$ cat src/rtl/mem_bus_arbiter.sv
// Two-master arbiter/sequencer for the single-port data memory / IO bus.
// Optional alignment check enabled by defining ARB_ALIGN_CHECK_EN.
module mem_bus_arbiter #(
   parameter int RR_EN = 1,
   parameter int CNT_W = 16
) (
   input  logic             clk,
   input  logic             sys_rst_n,
   input  logic             m0_req,
   input  logic [31:0]      m0_addr,
   input  logic [31:0]      m0_wdata,
   input  logic             m0_we,
   output logic             m0_gnt,
   output logic             m0_rvalid,
   output logic [31:0]      m0_rdata,
   input  logic             m1_req,
   input  logic [31:0]      m1_addr,
   input  logic [31:0]      m1_wdata,
   input  logic             m1_we,
   output logic             m1_gnt,
   output logic             m1_rvalid,
   output logic [31:0]      m1_rdata,
   output logic [31:0]      mem_addr,
   output logic [31:0]      mem_wdata,
   output logic             mem_we,
   input  logic [31:0]      mem_rdata,
   output logic             arb_err,
   output logic [CNT_W-1:0] arb_conflict_cnt
);

`ifdef ARB_ALIGN_CHECK_EN
   typedef enum logic [1:0] {IDLE, BUS, RESP, ERR} state_t;
`else
   typedef enum logic [1:0] {IDLE, BUS, RESP} state_t;
`endif

   state_t           state_reg, state_next;
   logic [31:0]      addr_reg, wdata_reg;
   logic             we_reg, owner_reg, last_reg;
   logic [CNT_W-1:0] cnt_reg;

   logic             tie, any_req, win1;
   logic [31:0]      sel_addr, sel_wdata;
   logic             sel_we;

   // Winner selection; last_reg=1 after reset so m0 takes the first round-robin tie.
   always_comb begin
      tie     = m0_req & m1_req;
      any_req = m0_req | m1_req;
      if (tie)
         win1 = (RR_EN != 0) ? ~last_reg : 1'b1;
      else
         win1 = m1_req;
      sel_addr  = win1 ? m1_addr  : m0_addr;
      sel_wdata = win1 ? m1_wdata : m0_wdata;
      sel_we    = win1 ? m1_we    : m0_we;
   end

   // mem_we is decoded from state so an asynchronous reset drops it immediately.
   always_comb begin
      state_next = state_reg;
      m0_gnt     = 1'b0;
      m1_gnt     = 1'b0;
      m0_rvalid  = 1'b0;
      m1_rvalid  = 1'b0;
      m0_rdata   = '0;
      m1_rdata   = '0;
      mem_we     = 1'b0;
      arb_err    = 1'b0;
      case (state_reg)
         IDLE: begin
            if (any_req) begin
               m0_gnt = ~win1;
               m1_gnt = win1;
`ifdef ARB_ALIGN_CHECK_EN
               state_next = (sel_addr[1:0] != 2'b00) ? ERR : BUS;
`else
               state_next = BUS;
`endif
            end
         end
         BUS: begin
            mem_we     = we_reg;
            state_next = we_reg ? IDLE : RESP;
         end
         RESP: begin
            m0_rvalid  = ~owner_reg;
            m1_rvalid  = owner_reg;
            m0_rdata   = owner_reg ? 32'h0 : mem_rdata;
            m1_rdata   = owner_reg ? mem_rdata : 32'h0;
            state_next = IDLE;
         end
`ifdef ARB_ALIGN_CHECK_EN
         ERR: begin
            arb_err    = 1'b1;
            m0_rvalid  = ~we_reg & ~owner_reg;
            m1_rvalid  = ~we_reg & owner_reg;
            state_next = IDLE;
         end
`endif
         default: state_next = IDLE;
      endcase
   end

   always_ff @(posedge clk or negedge sys_rst_n) begin
      if (!sys_rst_n) begin
         state_reg <= IDLE;
         addr_reg  <= '0;
         wdata_reg <= '0;
         we_reg    <= 1'b0;
         owner_reg <= 1'b0;
         last_reg  <= 1'b1;
         cnt_reg   <= '0;
      end else begin
         state_reg <= state_next;
         if (state_reg == IDLE && any_req) begin
            addr_reg  <= sel_addr;
            wdata_reg <= sel_wdata;
            we_reg    <= sel_we;
            owner_reg <= win1;
            last_reg  <= win1;
         end
         if (state_reg == IDLE && tie && cnt_reg != {CNT_W{1'b1}})
            cnt_reg <= cnt_reg + {{(CNT_W-1){1'b0}}, 1'b1};
      end
   end

   assign mem_addr         = addr_reg;
   assign mem_wdata        = wdata_reg;
   assign arb_conflict_cnt = cnt_reg;

endmodule

$ cat config.mk
export PLATFORM = sky130hd
export DESIGN_NAME = mem_bus_arbiter
export DESIGN_NICKNAME = d
export VERILOG_FILES = /design/src/rtl/mem_bus_arbiter.sv
export SDC_FILE = /design/constraint.sdc
export NUM_CORES = 1
export LEC_CHECK = 0
export CORE_AREA = 5 5 120 122
export CTS_CLUSTER_SIZE = 8
export DETAILED_ROUTE_END_ITERATION = 10
export DIE_AREA = 0 0 125 127
export GPL_TIMING_DRIVEN = 0
export PLACE_DENSITY = 0.77
export SYNTH_ARGS = -nofsm -noshare
export SYNTH_HDL_FRONTEND = slang
export SYNTH_SLANG_ARGS = --single-unit
$ cat constraint.sdc
create_clock -name clk -period 2.32 [get_ports clk]
set_input_delay 0.348 -clock clk [delete_from_list [all_inputs] [get_ports clk]]
set_output_delay 0.348 -clock clk [all_outputs]
set_load 0.02 [all_outputs]
==> After elaboration in Yosys (flattened, before gate mapping) <==
Index checks and enable logic that the tools add are counted.
{ "totals": {"regBits": 85, "inputBits": 166, "output_inout_bits": 150, "wordCells": 39} }
{ "classes": {"eq_ne": 4, "reduce_logical": 4, "bitwise": 5, "n_addsub": 1, "n_mux": 18} }
{ "ops": {"columns": ["op", "count"], "rows": [
  ["$mux W32", 6],
  ["$add A16 B1 Y16 const B", 1],
  ["$ne A16 B16 Y1 const B", 1],
  ["$mux W1", 9],
  ["$mux W2", 2],
  ["$pmux W2 S2", 1],
  ["$logic_and A1 B1 Y1", 3],
  ["$not A1 Y1", 3],
  ["$eq A2 B1 Y1 const B", 1],
  ["$eq A2 B2 Y1 const B", 1],
  ["$logic_not A2 Y1", 1],
  ["$ne A2 B2 Y1 const B", 1],
  ["$and A1 B1 Y1", 1],
  ["$or A1 B1 Y1", 1]
]} }

==> Depth between registers and ports, before layout <==
{ "depth": {"word_depth": 5, "ltp_mapped": 6, "mapped_depth_nobuf": 5} }

==> Worst setup path before layout <==
No wires, ideal clock.
{ "synth_timing": {"path_type": "register to register", "startpoint": "reg cnt_reg[0], in the netlist arb_conflict_cnt[0]", "endpoint": "reg cnt_reg[7], in the netlist arb_conflict_cnt[7]", "t_required_ps": 2186, "path_stages_with_launch": 6, "setup_ps": 134, "t_arrival_ps": 1629, "n_path_buf": 0, "period_less_slack_ps": 1763, "setup_slack_ps": 557, "path_cell_list": "dfrtp_1 ha_1 nand4_1 nor3_2 nor3b_2 xor2_1"} }
{ "synth_via": {"elab_chain_len": 2, "elab_cells_between_ends": 3, "cone_classes": "add/sub: 1; eq/ne: 1; reduce/logical: 1"} }
{ "synth_lines": {"columns": ["element", "line_no", "rtl"], "rows": [
  ["start: declaration", "40", "logic [CNT_W-1:0] cnt_reg;"],
  ["start signal: assignment", "124", "cnt_reg <= cnt_reg + {{(CNT_W-1){1'b0}}, 1'b1};"],
  ["branches (longest 2 deep; another with $add A16 B1 Y16)", null, null]
]} }
Parallel ways; which one is timed is not known.
A chain may end at the register's enable or synchronous reset.

==> Final worst setup path <==
{ "layout_timing": {"startpoint": "reg state_reg[0]", "endpoint": "out m0_rdata[12]"} }
{ "layout_via": {"elab_chain_len": 2} }
{ "layout_lines": {"columns": ["element", "line_no", "rtl"], "rows": [
  ["start: declaration", "37", "state_t state_reg, state_next;"],
  ["start signal: assignment", "115", "state_reg <= state_next;"],
  ["$eq A2 B2 Y1", "70", "case (state_reg)"],
  ["$mux W32", "70", null],
  ["end: declaration", "15", "output logic [31:0] m0_rdata,"]
]} }
Every way passes these cells.

==> flow_summary.json <==
{
  "dieArea_sq_um": 15900,
  "ys_types": 40,
  "grt_pass1_wl_um": 26100,
  "cp_max_fo": 10,
  "p_comb_share_pct": 54.6,
  "cts_buffers": 9,
  "dr.pass1.iters": 5,
  "syn_inst": 448,
  "n_antenna_cell": 0,
  "irDropWorstVdd_uv": 685,
  "port_buffers": 314,
  "synth_edf_count": 0,
  "p_sw_w": 0.00363,
  "setup_violations": 0,
  "fill_cells": 1124,
  "grt_max_degree": 48,
  "routed_wl_um": 16800,
  "synth_top_cell_by_area": "dfrtp_1",
  "io_pins": 316,
  "maxSlewHeadroom_pct": 51.1,
  "hold_class": "flip-flop to flip-flop",
  "max_freq_mhz": 448,
  "avgViaCountPerCell": 4.73,
  "final_util_pct": 60.8,
  "cp-start-kind": "flip-flop",
  "ys_warn_count": 0,
  "ys_seq_area_share_pct": 49.9,
  "p_leak_nw": 3.79,
  "netlist_top_cells_area": "dfrtp_1 (49%), nand2_1 (10%), and2_1 (9.5%)",
  "dp_slack_ns": -0.823,
  "die_w_um": 125,
  "grt_pass1_vias": 4670,
  "die_h_um": 127,
  "finalNetCount": 945,
  "gr-usage-all-layers_pct": 20.5,
  "fin_skew_ns": 0.00535,
  "clockRootBuffer": "clkbuf_16",
  "synth-xor-area-share_pct": 1.85,
  "clock_latency_ns": 0.34,
  "power.density_nw_per_um2": 1120,
  "swShare_pct": 40.8,
  "cp.required_ns": 1.97,
  "fin_crit_sh_pct": 96.2,
  "drive_gt1_share_pct": 8.31,
  "clk_pin_slew_worst_paths_ns": 0.06,
  "dp_hpwl_um": 13700,
  "setup-tns-final_ns": 0,
  "power_frac_clock_pct": 15.9,
  "antenna_found_initial": 0,
  "avgSynthCellArea_sq_um": 9.52,
  "coreArea_sq_um": 13100,
  "synth_adder_area_share_pct": 0.294,
  "synth-main-ff-cell": "dfrtp_1",
  "cts_tree": "yes",
  "grt-ovfl-total": 0,
  "placed_cells": 939,
  "cts_buffer_depth": 2,
  "async_flop_share_pct": 100,
  "synth-simple-area-share_pct": 27.0,
  "whs_ns": 0.476,
  "place.gp.congestion": 0.905,
  "synth-compound-area-share_pct": 12.8,
  "rsz0062_at_grt": "false",
  "synth_fp_nets": 615,
  "fp-row-count": 42,
  "syn2layout_area_growth_pct": 86.7,
  "crit_arrival_ns": 1.88,
  "mostFrequentLayoutCell": "clkdlybuf4s50_1",
  "maxCapViolations": 0,
  "hold_viol_final": 0,
  "post-route-drc-count": 0,
  "synth_top_family_by_area": "simple AND/OR/NAND/NOR gates",
  "seq_power_share_pct": 29.4,
  "crit_path_end_kind": "output port",
  "outcome": "completed",
  "synth_mux_area_share_pct": 4.26,
  "cts_sinks": 85,
  "wl_per_cell_um": 17.6,
  "initial_core_util_pct": 32.6,
  "tightest_slew_ns": 0.729,
  "power.internal_w": 0.00528,
  "fin_crit_ns": 2.23,
  "drt_iter0_markers": 220,
  "worst_slack_ns": 0.0892,
  "synth_top_area_share_pct": 49.3,
  "slew_violations": 0,
  "syn_area_sq_um": 4260,
  "drtAntennaViolNets": 0,
  "path_class": "flip-flop to output port",
  "synth_seq_cells": 85,
  "cts_max_level": 3,
  "final_cells": 958,
  "final_cell_mix": "clkdlybuf4s50_1 (245), nand2_1 (119), dfrtp_1 (82)",
  "route.vias.total": 4528
}
-- stage by stage --
step / total power (W) / area, sq um
after floorplan: 0.00504 / 4260
after global placement: 0.00742 / 7630
after detailed placement: 0.00756 / 7650
after CTS: 0.00901 / 7950
after global routing: 0.00945 / 7960
final: 0.00891 / 7960
-- power by group through the flow --
| stage | Sequential [W] | Combinational [W] | Clock [W] |
|---|---|---|---|
| 5_1_grt | 0.00271 | 0.00522 | 0.00152 |
| 4_1_cts | 0.00262 | 0.00493 | 0.00146 |
| 6_report | 0.00262 | 0.00487 | 0.00142 |
| 2_1_floorplan | 0.00328 | 0.00176 | 0 |
| 3_5_place_dp | 0.00261 | 0.00495 | 0 |
| 3_3_place_gp | 0.00256 | 0.00486 | 0 |
-- routing by layer --
| layer | track usage [%] | vias to the layer above | share of wire [%] |
|---|---|---|---|
| li1 | - | 2176 | - |
| met5 | 0 | - | 0 |
| met1 | 26.5 | 2154 | 42 |
| met4 | 8.10 | 0 | 2.4 |
| met3 | 4.34 | 27 | 5.7 |
| met2 | 33.9 | 171 | 50 |
-- cell type report --
class,instances,area (sq um),area share [%]
plain buffers,29,179,2.25
repair buffers,319,3120,39.2
well taps,176,220,2.77
inverters,5,18.8,0.236
clock buffers,12,246,3.10
multi-input cells,329,1990,25.0
clock inverters,3,46.3,0.582
flip-flops and latches,85,2130,26.8
-- cell families (layout without fill, tap and decap cells) --
| kind of cell | count (synthesis) | count (layout) |
|---|---|---|
| xor gates and xnor gates | 9 | 9 |
| DFF | 85 | 85 |
| buffers and inverters | 34 | 368 |
| muxes | 18 | 18 |
| and+or+nand+nor | 221 | 221 |
| AOI/OAI and AO/OA | 79 | 79 |
| other | 1 | 1 |
| adders and majority gates | 1 | 1 |
-- critical path, stage by stage, from the launching register on --
cell and delay (ns):
dfrtp_2 0.49, nor3b_4 0.28, clkbuf_4 0.24, and2_1 0.19, dlygate4sd2_1 0.35
-- repair_timing --
action                                  CTS  global route
pin swaps                                 2             0
buffers inserted                          3             0
endpoints found under the setup margin   68             9
gates resized for setup                  90             9
hold endpoints to repair                  7             0
hold buffers                              1             0
-- cell usage after synthesis, types with 3 or more instances --
library cell	number
nand2_1	119
dfrtp_1	84
and2_1	65
a22oi_1	49
mux2i_1	17
o21ai_0	17
buf_2	14
clkbuf_1	10
nor2_1	7
xor2_1	7
nor3_2	6
a21oi_1	5
buf_4	5
inv_1	5
nand4_1	3
nor3b_2	3
-- final timing paths --
path / start / endpoint / slack [ns] / cells after the start
max: state_reg[0] / m0_rdata[12] / 0.09 / 4
min: mem_addr[5] / mem_addr[5] / 0.48 / 2
max reg2reg: arb_conflict_cnt[0] / arb_conflict_cnt[6] / 0.37 / 5
min reg2reg: mem_addr[5] / mem_addr[5] / 0.48 / 2
max in group asynchronous: sys_rst_n / last_reg / 1.12 / 3
min in group asynchronous: sys_rst_n / arb_conflict_cnt[10] / 0.53 / 2
Power figures use the tool's default switching activity.
